===== src/rtl/glb_core_strm_arbiter_pkg.sv =====
// Shared types and defaults for the global buffer core-side stream arbiter.
package glb_core_strm_arbiter_pkg;

    localparam int GLB_STRM_NUM_REQ     = 3;
    localparam int GLB_STRM_BURST_WIDTH = 4;

    typedef enum logic {
        STRM_IDLE = 1'b0,
        STRM_LOCK = 1'b1
    } strm_arb_state_e;

    typedef struct packed {
        logic        wr_en;
        logic [15:0] addr;
        logic [31:0] data;
    } packet_t;

endpackage


===== src/rtl/glb_rr_arbiter.sv =====
// Combinational round-robin picker: first set request at or above ptr, wrapping.
module glb_rr_arbiter #(
    parameter int NUM_REQ = 3
) (
    input  logic [NUM_REQ-1:0]         req,
    input  logic [$clog2(NUM_REQ)-1:0] ptr,
    output logic [NUM_REQ-1:0]         grant_onehot,
    output logic [$clog2(NUM_REQ)-1:0] grant_idx,
    output logic                       any
);
    localparam int IDX_W = $clog2(NUM_REQ);

    function automatic logic [IDX_W-1:0] wrap_add(input logic [IDX_W-1:0] p, input int k);
        int s;
        s = (int'(p) + k) % NUM_REQ;
        return IDX_W'(s);
    endfunction

    // Scan upward from ptr and keep the first valid requester.
    always_comb begin
        logic [IDX_W-1:0] cand;
        cand         = '0;
        grant_onehot = '0;
        grant_idx    = '0;
        any          = 1'b0;
        for (int k = 0; k < NUM_REQ; k++) begin
            cand = wrap_add(ptr, k);
            if (!any && req[cand]) begin
                any                = 1'b1;
                grant_idx          = cand;
                grant_onehot[cand] = 1'b1;
            end
        end
    end

endmodule


===== src/rtl/glb_core_strm_arbiter.sv =====
// Round-robin arbiter with bounded burst locking in front of the router's
// core-side injection port. Output packet is registered; clk_en freezes all.
//   state     | meaning
//   STRM_IDLE | round-robin among all valid requesters
//   STRM_LOCK | only owner may send; ends on last beat, limit, or owner gap
module glb_core_strm_arbiter
    import glb_core_strm_arbiter_pkg::*;
#(
    parameter int NUM_REQ     = GLB_STRM_NUM_REQ,
    parameter int BURST_WIDTH = GLB_STRM_BURST_WIDTH
) (
    input  logic                         clk,
    input  logic                         reset_n,
    input  logic                         clk_en,
    input  logic [NUM_REQ-1:0]           req_valid,
    input  logic [NUM_REQ-1:0]           req_last,
    input  packet_t [NUM_REQ-1:0]        req_packet,
    output logic [NUM_REQ-1:0]           req_ready,
    output packet_t                      packet_sw2sr,
    output logic                         sw2sr_active,
    output logic [$clog2(NUM_REQ)-1:0]   sw2sr_grant_id,
    input  logic [BURST_WIDTH-1:0]       cfg_max_burst
);
    localparam int IDX_W = $clog2(NUM_REQ);

    strm_arb_state_e        state_q, state_d;
    logic [IDX_W-1:0]       rr_ptr_q, rr_ptr_d;
    logic [IDX_W-1:0]       owner_q, owner_d;
    logic [BURST_WIDTH-1:0] beat_cnt_q, beat_cnt_d;
    packet_t                pkt_q, pkt_d;
    logic                   active_q, active_d;
    logic [IDX_W-1:0]       grant_id_q, grant_id_d;

    logic [NUM_REQ-1:0]     arb_req;
    logic [NUM_REQ-1:0]     grant_onehot;
    logic [IDX_W-1:0]       grant_idx;
    logic                   grant_any;
    logic [BURST_WIDTH-1:0] eff_limit;
    logic [BURST_WIDTH-1:0] beat_inc;

    function automatic logic [IDX_W-1:0] next_idx(input logic [IDX_W-1:0] idx);
        if (int'(idx) >= NUM_REQ - 1) return '0;
        return idx + IDX_W'(1);
    endfunction

    glb_rr_arbiter #(.NUM_REQ(NUM_REQ)) u_rr (
        .req          (arb_req),
        .ptr          (rr_ptr_q),
        .grant_onehot (grant_onehot),
        .grant_idx    (grant_idx),
        .any          (grant_any)
    );

    // Mask requests to the owner while locked; derive limit and saturating count.
    always_comb begin
        arb_req   = (state_q == STRM_LOCK) ? (req_valid & (NUM_REQ'(1) << owner_q)) : req_valid;
        eff_limit = (cfg_max_burst == '0) ? BURST_WIDTH'(1) : cfg_max_burst;
        beat_inc  = (beat_cnt_q == '1) ? beat_cnt_q : beat_cnt_q + BURST_WIDTH'(1);
        req_ready = grant_onehot & {NUM_REQ{clk_en & reset_n}};
    end

    // FSM, pointer and burst counter next-state.
    always_comb begin
        state_d    = state_q;
        rr_ptr_d   = rr_ptr_q;
        owner_d    = owner_q;
        beat_cnt_d = beat_cnt_q;
        if (clk_en) begin
            case (state_q)
                STRM_IDLE: begin
                    if (grant_any) begin
                        if (!req_last[grant_idx] && (eff_limit > BURST_WIDTH'(1))) begin
                            state_d    = STRM_LOCK;
                            owner_d    = grant_idx;
                            beat_cnt_d = BURST_WIDTH'(1);
                        end else begin
                            rr_ptr_d = next_idx(grant_idx);
                        end
                    end
                end
                STRM_LOCK: begin
                    if (grant_any) begin
                        beat_cnt_d = beat_inc;
                        if (req_last[grant_idx] || (beat_inc >= eff_limit)) begin
                            state_d  = STRM_IDLE;
                            rr_ptr_d = next_idx(owner_q);
                        end
                    end else begin
                        // Owner went quiet: release the port so others get in.
                        state_d  = STRM_IDLE;
                        rr_ptr_d = next_idx(owner_q);
                    end
                end
                default: state_d = STRM_IDLE;
            endcase
        end
    end

    // Output register next-state: accepted packet or zero; id holds when idle.
    always_comb begin
        pkt_d      = pkt_q;
        active_d   = active_q;
        grant_id_d = grant_id_q;
        if (clk_en) begin
            if (grant_any) begin
                pkt_d      = req_packet[grant_idx];
                active_d   = 1'b1;
                grant_id_d = grant_idx;
            end else begin
                pkt_d    = '0;
                active_d = 1'b0;
            end
        end
    end

    // State and output flops.
    always_ff @(posedge clk or negedge reset_n) begin
        if (!reset_n) begin
            state_q    <= STRM_IDLE;
            rr_ptr_q   <= '0;
            owner_q    <= '0;
            beat_cnt_q <= '0;
            pkt_q      <= '0;
            active_q   <= 1'b0;
            grant_id_q <= '0;
        end else begin
            state_q    <= state_d;
            rr_ptr_q   <= rr_ptr_d;
            owner_q    <= owner_d;
            beat_cnt_q <= beat_cnt_d;
            pkt_q      <= pkt_d;
            active_q   <= active_d;
            grant_id_q <= grant_id_d;
        end
    end

    assign packet_sw2sr   = pkt_q;
    assign sw2sr_active   = active_q;
    assign sw2sr_grant_id = grant_id_q;

endmodule


===== config.mk =====
export PLATFORM = sky130hd
export DESIGN_NAME = glb_core_strm_arbiter
export DESIGN_NICKNAME = d
export VERILOG_FILES = /design/src/rtl/glb_core_strm_arbiter_pkg.sv /design/src/rtl/glb_rr_arbiter.sv /design/src/rtl/glb_core_strm_arbiter.sv
export SDC_FILE = /design/constraint.sdc
export NUM_CORES = 1
export LEC_CHECK = 0
export BUFFER_PORTS_ARGS = -buffer_cell sky130_fd_sc_hd__buf_4
export CORE_MARGIN = 2
export CORE_UTILIZATION = 49
export DETAILED_ROUTE_END_ITERATION = 12
export PLACE_DENSITY = 0.87
export SLEW_MARGIN = 20
export SYNTH_ARGS = -nofsm -noshare
export SYNTH_HDL_FRONTEND = slang
export SYNTH_SLANG_ARGS = --single-unit

===== constraint.sdc =====
create_clock -name clk -period 4.9 [get_ports clk]
set_clock_uncertainty 0.05 [all_clocks]
set_input_delay 0.735 -clock clk [delete_from_list [all_inputs] [get_ports clk]]
set_output_delay 0.735 -clock clk [all_outputs]
set_load 0.02 [all_outputs]

Yosys cells after proc, flatten, opt, wreduce, memory -nomap -nowiden:

Cells that the tools add are included.

* reduce and logical (&&, ||, !) cells: 15
* $lt $le $gt $ge: 11
* multiplexer cells: 62
* shift-type cells: 1
* equality and inequality tests: 6
* add/sub/neg operators: 5
* div/mod/pow operators: 3
* bitwise gates (word level): 6

Operator list (count)
* binary-select mux 49 bit (select 2 bit): 1
* 2-to-1 mux 49 bit: 2
* modulo 32 x 3 -> 32 bit (second input constant): 2
* modulo 3 x 3 -> 32 bit (second input constant): 1
* 2-to-1 mux 1 bit: 28
* 2-to-1 mux 2 bit: 12
* 2-to-1 mux 4 bit: 5
* < comparator 2 x 3 -> 1 bit (second input constant): 4
* 2-to-1 mux 3 bit: 4
* AND reduction 4 bit: 3
* binary-select mux 1 bit (select 2 bit): 4
* one-hot mux 4 bit (2 select lines): 1
* bitwise AND 3 bit: 2
* demux 1 bit (select 2 bit): 3
* greater-or-equal comparator 2 x 1 -> 1 bit (second input constant): 3
* logical AND 1 bit: 6
* inequality test 2 bit (second input constant): 3
* bitwise OR 3 bit: 2
* adder 2 x 1 -> 2 bit (second input constant): 2
* adder 4 x 1 -> 4 bit (second input constant): 1
* == test 4 bit (second input constant): 1
* greater-or-equal comparator 2 bit (second input constant): 2
* greater-or-equal comparator 4 bit: 1
* greater-than comparator 4 x 1 -> 1 bit (second input constant): 1
* other kinds (13): 15

* bits of input ports: 160
* word-level logic and storage cells: 118
* output and inout bits: 55
* flip-flop bits (word level): 61

Depth between registers and ports, before layout:

Gate-level depths: netlist (run 1).

* word-level depth: 24
* mapped depth: 12

By module:

A second synthesis (run 1) with hierarchy kept.

* cell total of the unflattened synthesis: 461
* area total of the unflattened synthesis: 3918.8 µm²

Modules (own cells, without submodules)
* glb_core_strm_arbiter: instances 1, area each 3570.9 µm², cells an instance 408, sequential area each 1526.5 µm²
* glb_rr_arbiter: instances 1, area each 347.8 µm², cells an instance 53, sequential area each 0.0 µm²

Least setup slack after synthesis (run 1):

OpenSTA, ideal clock, no wires.

* kind: reg2out
* from: reg rr_ptr_q[0]
* to: out req_ready[0]
* data required time: 4115 ps
* path buffers: 1
* path slack: 1832 ps
* data arrival time: 2283 ps
* cell stages (with the launch flop): 8
* cells stage by stage: dfrtp_1 inv_1 ha_1 clkbuf_1 or4b_2 o21ai_1 a22oi_1 a21oi_1

* word-level cells in the longest chain between the ends: 11
* elaborated cells between the ends (all ways): 38
* classes of those cells: 2 x add/sub; 3 x div; 6 x order compare; 17 x mux; 3 x bitwise; 7 x reduce/logical

RTL lines
* from (decl): line glb_core_strm_arbiter.sv:27 `logic [IDX_W-1:0] rr_ptr_q, rr_ptr_d;`
* from (signal assigned): line glb_core_strm_arbiter.sv:128 `rr_ptr_q <= rr_ptr_d;`
* adder 2 x 1 -> 3 bit / modulo 3 x 3 -> 32 bit (equally long branches): line glb_rr_arbiter.sv:15 `s = (int'(p) + k) % NUM_REQ;`
* modulo 32 x 3 -> 32 bit, or another cell as far along: line glb_rr_arbiter.sv:15
* < comparator 2 x 3 -> 1 bit (implied by the code), or another cell as far along: line glb_rr_arbiter.sv:31 `grant_onehot[cand] = 1'b1;`
* logical AND 1 bit (implied by the code), or another cell as far along: line glb_rr_arbiter.sv:31
* 2-to-1 mux 1 bit (implied by the code), or another cell as far along: line glb_rr_arbiter.sv:31
* demux 1 bit (select 2 bit), or another cell as far along
* bitwise OR 3 bit (no source line) / 2-to-1 mux 1 bit (equally long branches)
* 2-to-1 mux 3 bit / logical NOT 1 bit (equally long branches): line glb_rr_arbiter.sv:28 `if (!any && req[cand]) begin`
* bitwise OR 3 bit (no source line) / logical AND 1 bit (equally long branches)
* 2-to-1 mux 3 bit *: line glb_rr_arbiter.sv:28
* bitwise AND 3 bit *: line glb_core_strm_arbiter.sv:59 `req_ready = grant_onehot & {NUM_REQ{clk_en & reset_n}};`
* to (decl): line glb_core_strm_arbiter.sv:18 `output logic [NUM_REQ-1:0] req_ready,`

Every way passes the cells marked *; elsewhere a longest branch is shown, timed or not. The select of a mux whose other input is x is not followed.

Worst setup path in the final report (run 1):

Same ends and word-level chain as after synthesis.

==> flow_summary.yaml, run 1 <==
synthesis:
  synth_edf_count: 0
  syn-num-nets: 634
  avgSynthCellArea_sq_um: 8.462
  synth_area_sq_mm: 0.003935
  synth_warnings: 0
  synth_flop_cell: "dfrtp_1"
  seq_area_frac_synth_pct: 38.79
  synth.lib_cells_used.distinct: 48
  synth_top_area_share_pct: 38.79
  synth_top_area_cell: "dfrtp_1"
  async_flop_share_pct: 100.0
  synth_area_leaders: "dfrtp_1 39%, mux2i_1 13%, o22ai_1 8.3%"
  synth_common_cells: "61 x dfrtp_1, 60 x inv_1, 58 x nor2_1"
  ys_ff_latch: 61
  syn_inst: 465
  yosys.cell_count.top_type: "dfrtp_1"
clocking:
  htreeDepth: 3
  cts_tree: "done"
  holdBufCountCts: 0
  clock_sinks: 61
  cts_root_buf: "clkbuf_8"
  worstSkewPairLatency_ns: 0.32
  ctsLongestPathBuffers: 2
  post_cts_resized: 0
  cts.clk_slew.worst_paths_ns: 0.07
  cts_setup_buffers: 0
  numCtsBuffers: 9
critical_path:
  cp_max_fo: 15
  r2r_slack_ns: 1.50
  arrival_ns: 2.68
  critical_path.startpoint: "rr_ptr_q[0]$_DFFE_PN0P_"
  worstSetupPathType: "reg2out"
  r2r-end: "beat_cnt_q[0]$_DFFE_PN0P_"
  r2r_cells: 9
  worstPathRequired_ns: 4.12
  r2r_start: "rr_ptr_q[0]$_DFFE_PN0P_"
  endpoint: "req_ready[0]"
  start_kind: "flip-flop"
  endpoint_kind: "primary output"
job:
  cap_viol_max_count: 0
timing:
  max_freq_mhz: 288.2
  setup_slack_ns: 1.431
  post-route-min-period_ns: 3.469
  setup-tns-final_ns: 0
  slew_violations: 0
  rsz0062_at_grt: "false"
  setup_viol: 0
  post-route-period-util_pct: 70.80
  tightestPinTransition_ns: 1.029
  final_hold_viol_count: 0
  slew_headroom_pct: 31.39
global_route:
  grt_pass1_vias: 4232
  gr-total-overflow: 0
  grt_usage_pct: 27.96
  grt_pass1_wl_um: 19420
  grt_max_degree: 101
  antenna_found_initial: 0
die:
  die_y_um: 93.62
  die_w_um: 93.62
  die_area_sq_mm: 0.008764
  core_sq_mm: 0.007767
  start_util_pct: 50.66
  io_pins: 215
  rows: 32
pwr:
  ir_worst_vdd_v: 0.0002783
  finalPower_mw: 3.293
  power_density_mw_per_mm2: 574.0
  total_leakage_power_nw: 2.834
finish:
  syn_to_final_growth_pct: 45.79
  finalNetCount: 829
  num_antenna_cells: 0
  drive_gt1_share_pct: 36.69
  fill_cells: 608
routing:
  ant_nets: 0
  num_vias: 4190
  routed_wirelength_um: 12240
  first_pass_iters: 4
  viasPerCell: 5.463
  route.detailed.drc: 0
  first_iter_violations: 177
  wl_per_cell_um: 15.96
place:
  hpwl_um: 9218
  portBuffers: 214
  place_ws_ns: 1.526
  gp_congestion: 0.9004
hold_path:
  worst_hold_path_type: "in2async"
run_status:
  outcome: "finished clean"
## critical path, stage by stage, from the launching register on
cell and delay [ns]:
dfrtp_1 0.38, inv_1 0.09, ha_1 0.50, or4b_2 0.69, o21ai_1 0.23, a22oi_1 0.13
a21oi_1 0.17, buf_4 0.16
## registers in the layout, indices dropped and copies added, names as in the netlist
signal / cells
state_q: 1
rr_ptr_q: 2
packet_sw2sr: 49
beat_cnt_q: 4
sw2sr_grant_id: 2
owner_q: 2
sw2sr_active: 1
## worst min-delay path by stage
| stage | startpoint | endpoint | cells after the start |
|---|---|---|---|
| CTS | sw2sr_grant_id[0]$_DFFE_PN0P_ | sw2sr_grant_id[0]$_DFFE_PN0P_ | 2 |
| global route | sw2sr_grant_id[1]$_DFFE_PN0P_ | sw2sr_grant_id[1]$_DFFE_PN0P_ | 2 |
| global placement | sw2sr_grant_id[1]$_DFFE_PN0P_ | sw2sr_grant_id[1]$_DFFE_PN0P_ | 2 |
| finish | reset_n | packet_sw2sr[20]$_DFFE_PN0P_ | 1 |
| detailed placement | sw2sr_grant_id[0]$_DFFE_PN0P_ | sw2sr_grant_id[0]$_DFFE_PN0P_ | 2 |
| floorplan | reset_n | beat_cnt_q[0]$_DFFE_PN0P_ | 0 |
## through the flow
stage,hold WS [ns],utilization [%],std cells,instance area [sq um]
after floorplan,0.3894,-,465,3935
after global placement,0.4137,71.81,751,5578
after detailed placement,0.4226,71.81,751,5578
after CTS,0.4390,73.86,767,5737
after global routing,0.4811,73.86,767,5737
final,0.4278,73.86,767,5737
## cell type report
type	count	area (sq um)	area share (%)
tap	102	127.6	2.225
clock inverter	5	27.53	0.4798
inverter	62	232.7	4.057
clock buffer	11	131.4	2.290
sequential	61	1526	26.61
multi-input combinational	309	2062	35.94
timing repair buffer	217	1629	28.40
## kinds of logic after synthesis
family,Yosys count,share of synthesized area (%)
fa+ha+maj,10,3.116
flops,61,38.79
simple gates,99,11.19
compound gates,144,22.99
buf+inv,95,9.443
mux,56,14.47
## placed cells by master (no fill, tap or decap), drive strengths merged, types with 3 or more instances in the layout
cell type,Yosys,routed
buf,13,217
dfrtp,61,61
inv,61,61
nor2,58,58
a21oi,56,56
o22ai,52,52
mux2i,52,52
nand2,17,17
o21ai,12,12
clkbuf,20,11
ha,9,9
nor3,5,5
clkinv,1,5
mux2,4,4
nor2b,3,3
a22oi,3,3
a32o,3,3
nand3,3,3
o211a,3,3
## layer usage
metal  global-route usage [%]  share of wire, %  vias up  routed length (um)
li1                         -                 -     2021                   -
met1                    32.70                38     1945                4600
met2                    49.40                52      194                6418
met3                    6.366               7.4       30                 906
met4                    11.35               2.6        0                 316
met5                        0                 0        -                   0
## report_power, final
group          leakage (nW)  internal, mW  switching [mW]
clock                0.0829         0.180           0.193
sequential            0.783         0.742           0.157
combinational          1.97         0.845            1.18
No activity file was read; power rests on OpenSTA's default activity.
==> inputs of run 2 (changes only) <==
--- a/config.mk
+++ b/config.mk
@@ -7,9 +7,9 @@
 export LEC_CHECK = 0
 export BUFFER_PORTS_ARGS = -buffer_cell sky130_fd_sc_hd__buf_4
 export CORE_MARGIN = 2
-export CORE_UTILIZATION = 49
+export CORE_UTILIZATION = 41
 export DETAILED_ROUTE_END_ITERATION = 12
-export PLACE_DENSITY = 0.87
+export PLACE_DENSITY = 0.77
 export SLEW_MARGIN = 20
 export SYNTH_ARGS = -nofsm -noshare
 export SYNTH_HDL_FRONTEND = slang
==> constraint.sdc (replaced) <==
create_clock -name clk -period 3 [get_ports clk]
set_clock_uncertainty 0.05 [all_clocks]
set_input_delay 0.45 -clock clk [delete_from_list [all_inputs] [get_ports clk]]
set_output_delay 0.45 -clock clk [all_outputs]
set_load 0.02 [all_outputs]
==> run 2 against run 1 <==
Total power rose by 72%. Combinational power grew 75%. Utilization fell by 9.2 points. Register-to-register slack worse by 1.4 ns. Worst setup slack worse by 1.3 ns. Final cell count up 5.3%. Non-clock buffer count grew 15. First-iteration DRC count fell by 6.8%. Critical path type is now reg2reg. Highest routed layer unchanged.
==> flow_summary.yaml, run 2 (same netlist as run 1, synthesis figures left out) <==
clocking:
  worstSkewPairLatency_ns: 0.33
  cts_tree: "done"
  cts_root_buf: "clkbuf_8"
  ctsLongestPathBuffers: 2
  numCtsBuffers: 9
  cts.clk_slew.worst_paths_ns: 0.07
  clock_sinks: 61
  htreeDepth: 3
die:
  start_util_pct: 42.39
  die_area_sq_mm: 0.01040
  die_w_um: 102.0
  io_pins: 215
  rows: 35
  core_sq_mm: 0.009284
  die_y_um: 102.0
finish:
  mostFrequentLayoutCell: "buf_4"
  stdcell_count: 808
  largest_reg_flops: 49
  num_antenna_cells: 0
  finalNetCount: 844
  final_cell_mix: "229 x buf_4, 60 x dfrtp_1, 59 x inv_1"
  drive_gt1_share_pct: 39.47
  syn_to_final_growth_pct: 52.56
place:
  dp.cells: 789
  hpwl_um: 8846
  portBuffers: 214
  place_ws_ns: -0.001143
  gp_congestion: 0.9154
critical_path:
  critPathSlowestCell: "dfrtp_1"
  worstSetupPathType: "reg2reg"
  start_kind: "flip-flop"
  arrival_ns: 3.08
  worstPathRequired_ns: 3.16
  max_stage_delay_ns: 0.44
  cp_max_fo: 4
  r2r_slack_ns: 0.09
  crit_chain: "ha_4 -> nand3_2 -> nand2b_1 -> nand2_1 -> ha_1 -> nand2b_1 -> a21oi_1 -> nor2_1 -> a2111o_1 -> o41a_1 -> o221ai_2 -> mux2_4"
  cpMostUsedCell: "nand2b_1"
  endpoint_kind: "flip-flop"
routing:
  wl_per_cell_um: 14.37
  first_iter_violations: 165
  first_pass_iters: 5
  num_vias: 4110
  route.detailed.drc: 0
  viasPerCell: 5.087
  ant_nets: 0
  routed_wirelength_um: 11610
job:
  cap_viol_max_count: 0
global_route:
  grt_pass1_wl_um: 18350
  gr-total-overflow: 0
  antenna_found_initial: 0
  grt_usage_pct: 22.38
  grt_pass1_vias: 4037
  grt_max_degree: 62
pwr:
  power_density_mw_per_mm2: 941.8
  ir_worst_vdd_v: 0.0004434
  total_leakage_power_nw: 2.939
timing:
  final_hold_viol_count: 0
  setup_viol: 0
  tightestPinTransition_ns: 0.7816
  setup_slack_ns: 0.08745
  rsz0062_at_grt: "true"
  max_freq_mhz: 343.3
  slew_violations: 0
  post-route-min-period_ns: 2.913
  post-route-period-util_pct: 97.08
  slew_headroom_pct: 47.90
hold_path:
  worst_hold_path_type: "in2async"
run_status:
  outcome: "finished clean"
==> run 2: layer usage <==
metal	GRT usage [%]	wire, um	vias up
li1	-	-	2049
met1	25.57	4552	1867
met2	40.13	6054	170
met5	0	0	-
met3	4.993	747	24
met4	9.641	259	0
==> run 2: metrics by stage <==
stage	TNS, ns	hold WS, ns	utilization, %	total power, mW	instance area (sq um)
global route	-0.05385	0.3075	64.66	6.078	6003
CTS	0	0.2526	64.06	5.632	5947
floorplan	0	0.1044	-	3.592	3935
global placement	0	0.4131	61.74	4.799	5732
detailed placement	-0.001143	0.4278	61.74	4.890	5732
finish	0	0.2289	64.66	5.654	6003
==> run 2: final cells by class <==
cell class / count / area (sq um)
Sequential cell: 61 / 1528
Clock inverter: 1 / 5.005
Clock buffer: 14 / 172.7
Timing Repair Buffer: 232 / 1779
Fill cell: 769 / 3281
Multi-Input combinational cell: 309 / 2125
Tap cell: 129 / 161.4
Inverter: 62 / 232.7
==> run 2: final timing paths <==
kind	from	to	depth (start not counted)
setup / recovery	beat_cnt_q[0]$_DFFE_PN0P_	rr_ptr_q[1]$_DFFE_PN0P_	12
hold / removal	reset_n	packet_sw2sr[16]$_DFFE_PN0P_	2
setup reg to reg	beat_cnt_q[0]$_DFFE_PN0P_	rr_ptr_q[1]$_DFFE_PN0P_	12
hold reg to reg	sw2sr_grant_id[1]$_DFFE_PN0P_	sw2sr_grant_id[1]$_DFFE_PN0P_	2
max in group asynchronous	reset_n	rr_ptr_q[1]$_DFFE_PN0P_	2
min in group clk	req_packet[65]	packet_sw2sr[16]$_DFFE_PN0P_	3
==> run 2: timing repair <==
action | CTS | global route
endpoints found under the setup margin | 4 | 5
setup buffers | 2 | 2
pin swaps | 1 | 3
hold buffers | 0 | 0
resized for setup | 6 | 8
==> run 2: power by group <==
group | switching, mW | leakage, nW | internal, mW
clock | 0.304 | 0.0926 | 0.363
sequential | 0.248 | 0.782 | 1.21
combinational | 1.96 | 2.06 | 1.57
==> run 2: critical path, delay by kind of cell, from the launching register on <==
| family | cells | cell delay (ns) |
|---|---|---|
| simple gates | 5 | 0.48 |
| fa+ha+maj | 2 | 0.47 |
| compound gates | 4 | 1.04 |
| flops | 1 | 0.44 |
| mux | 1 | 0.32 |
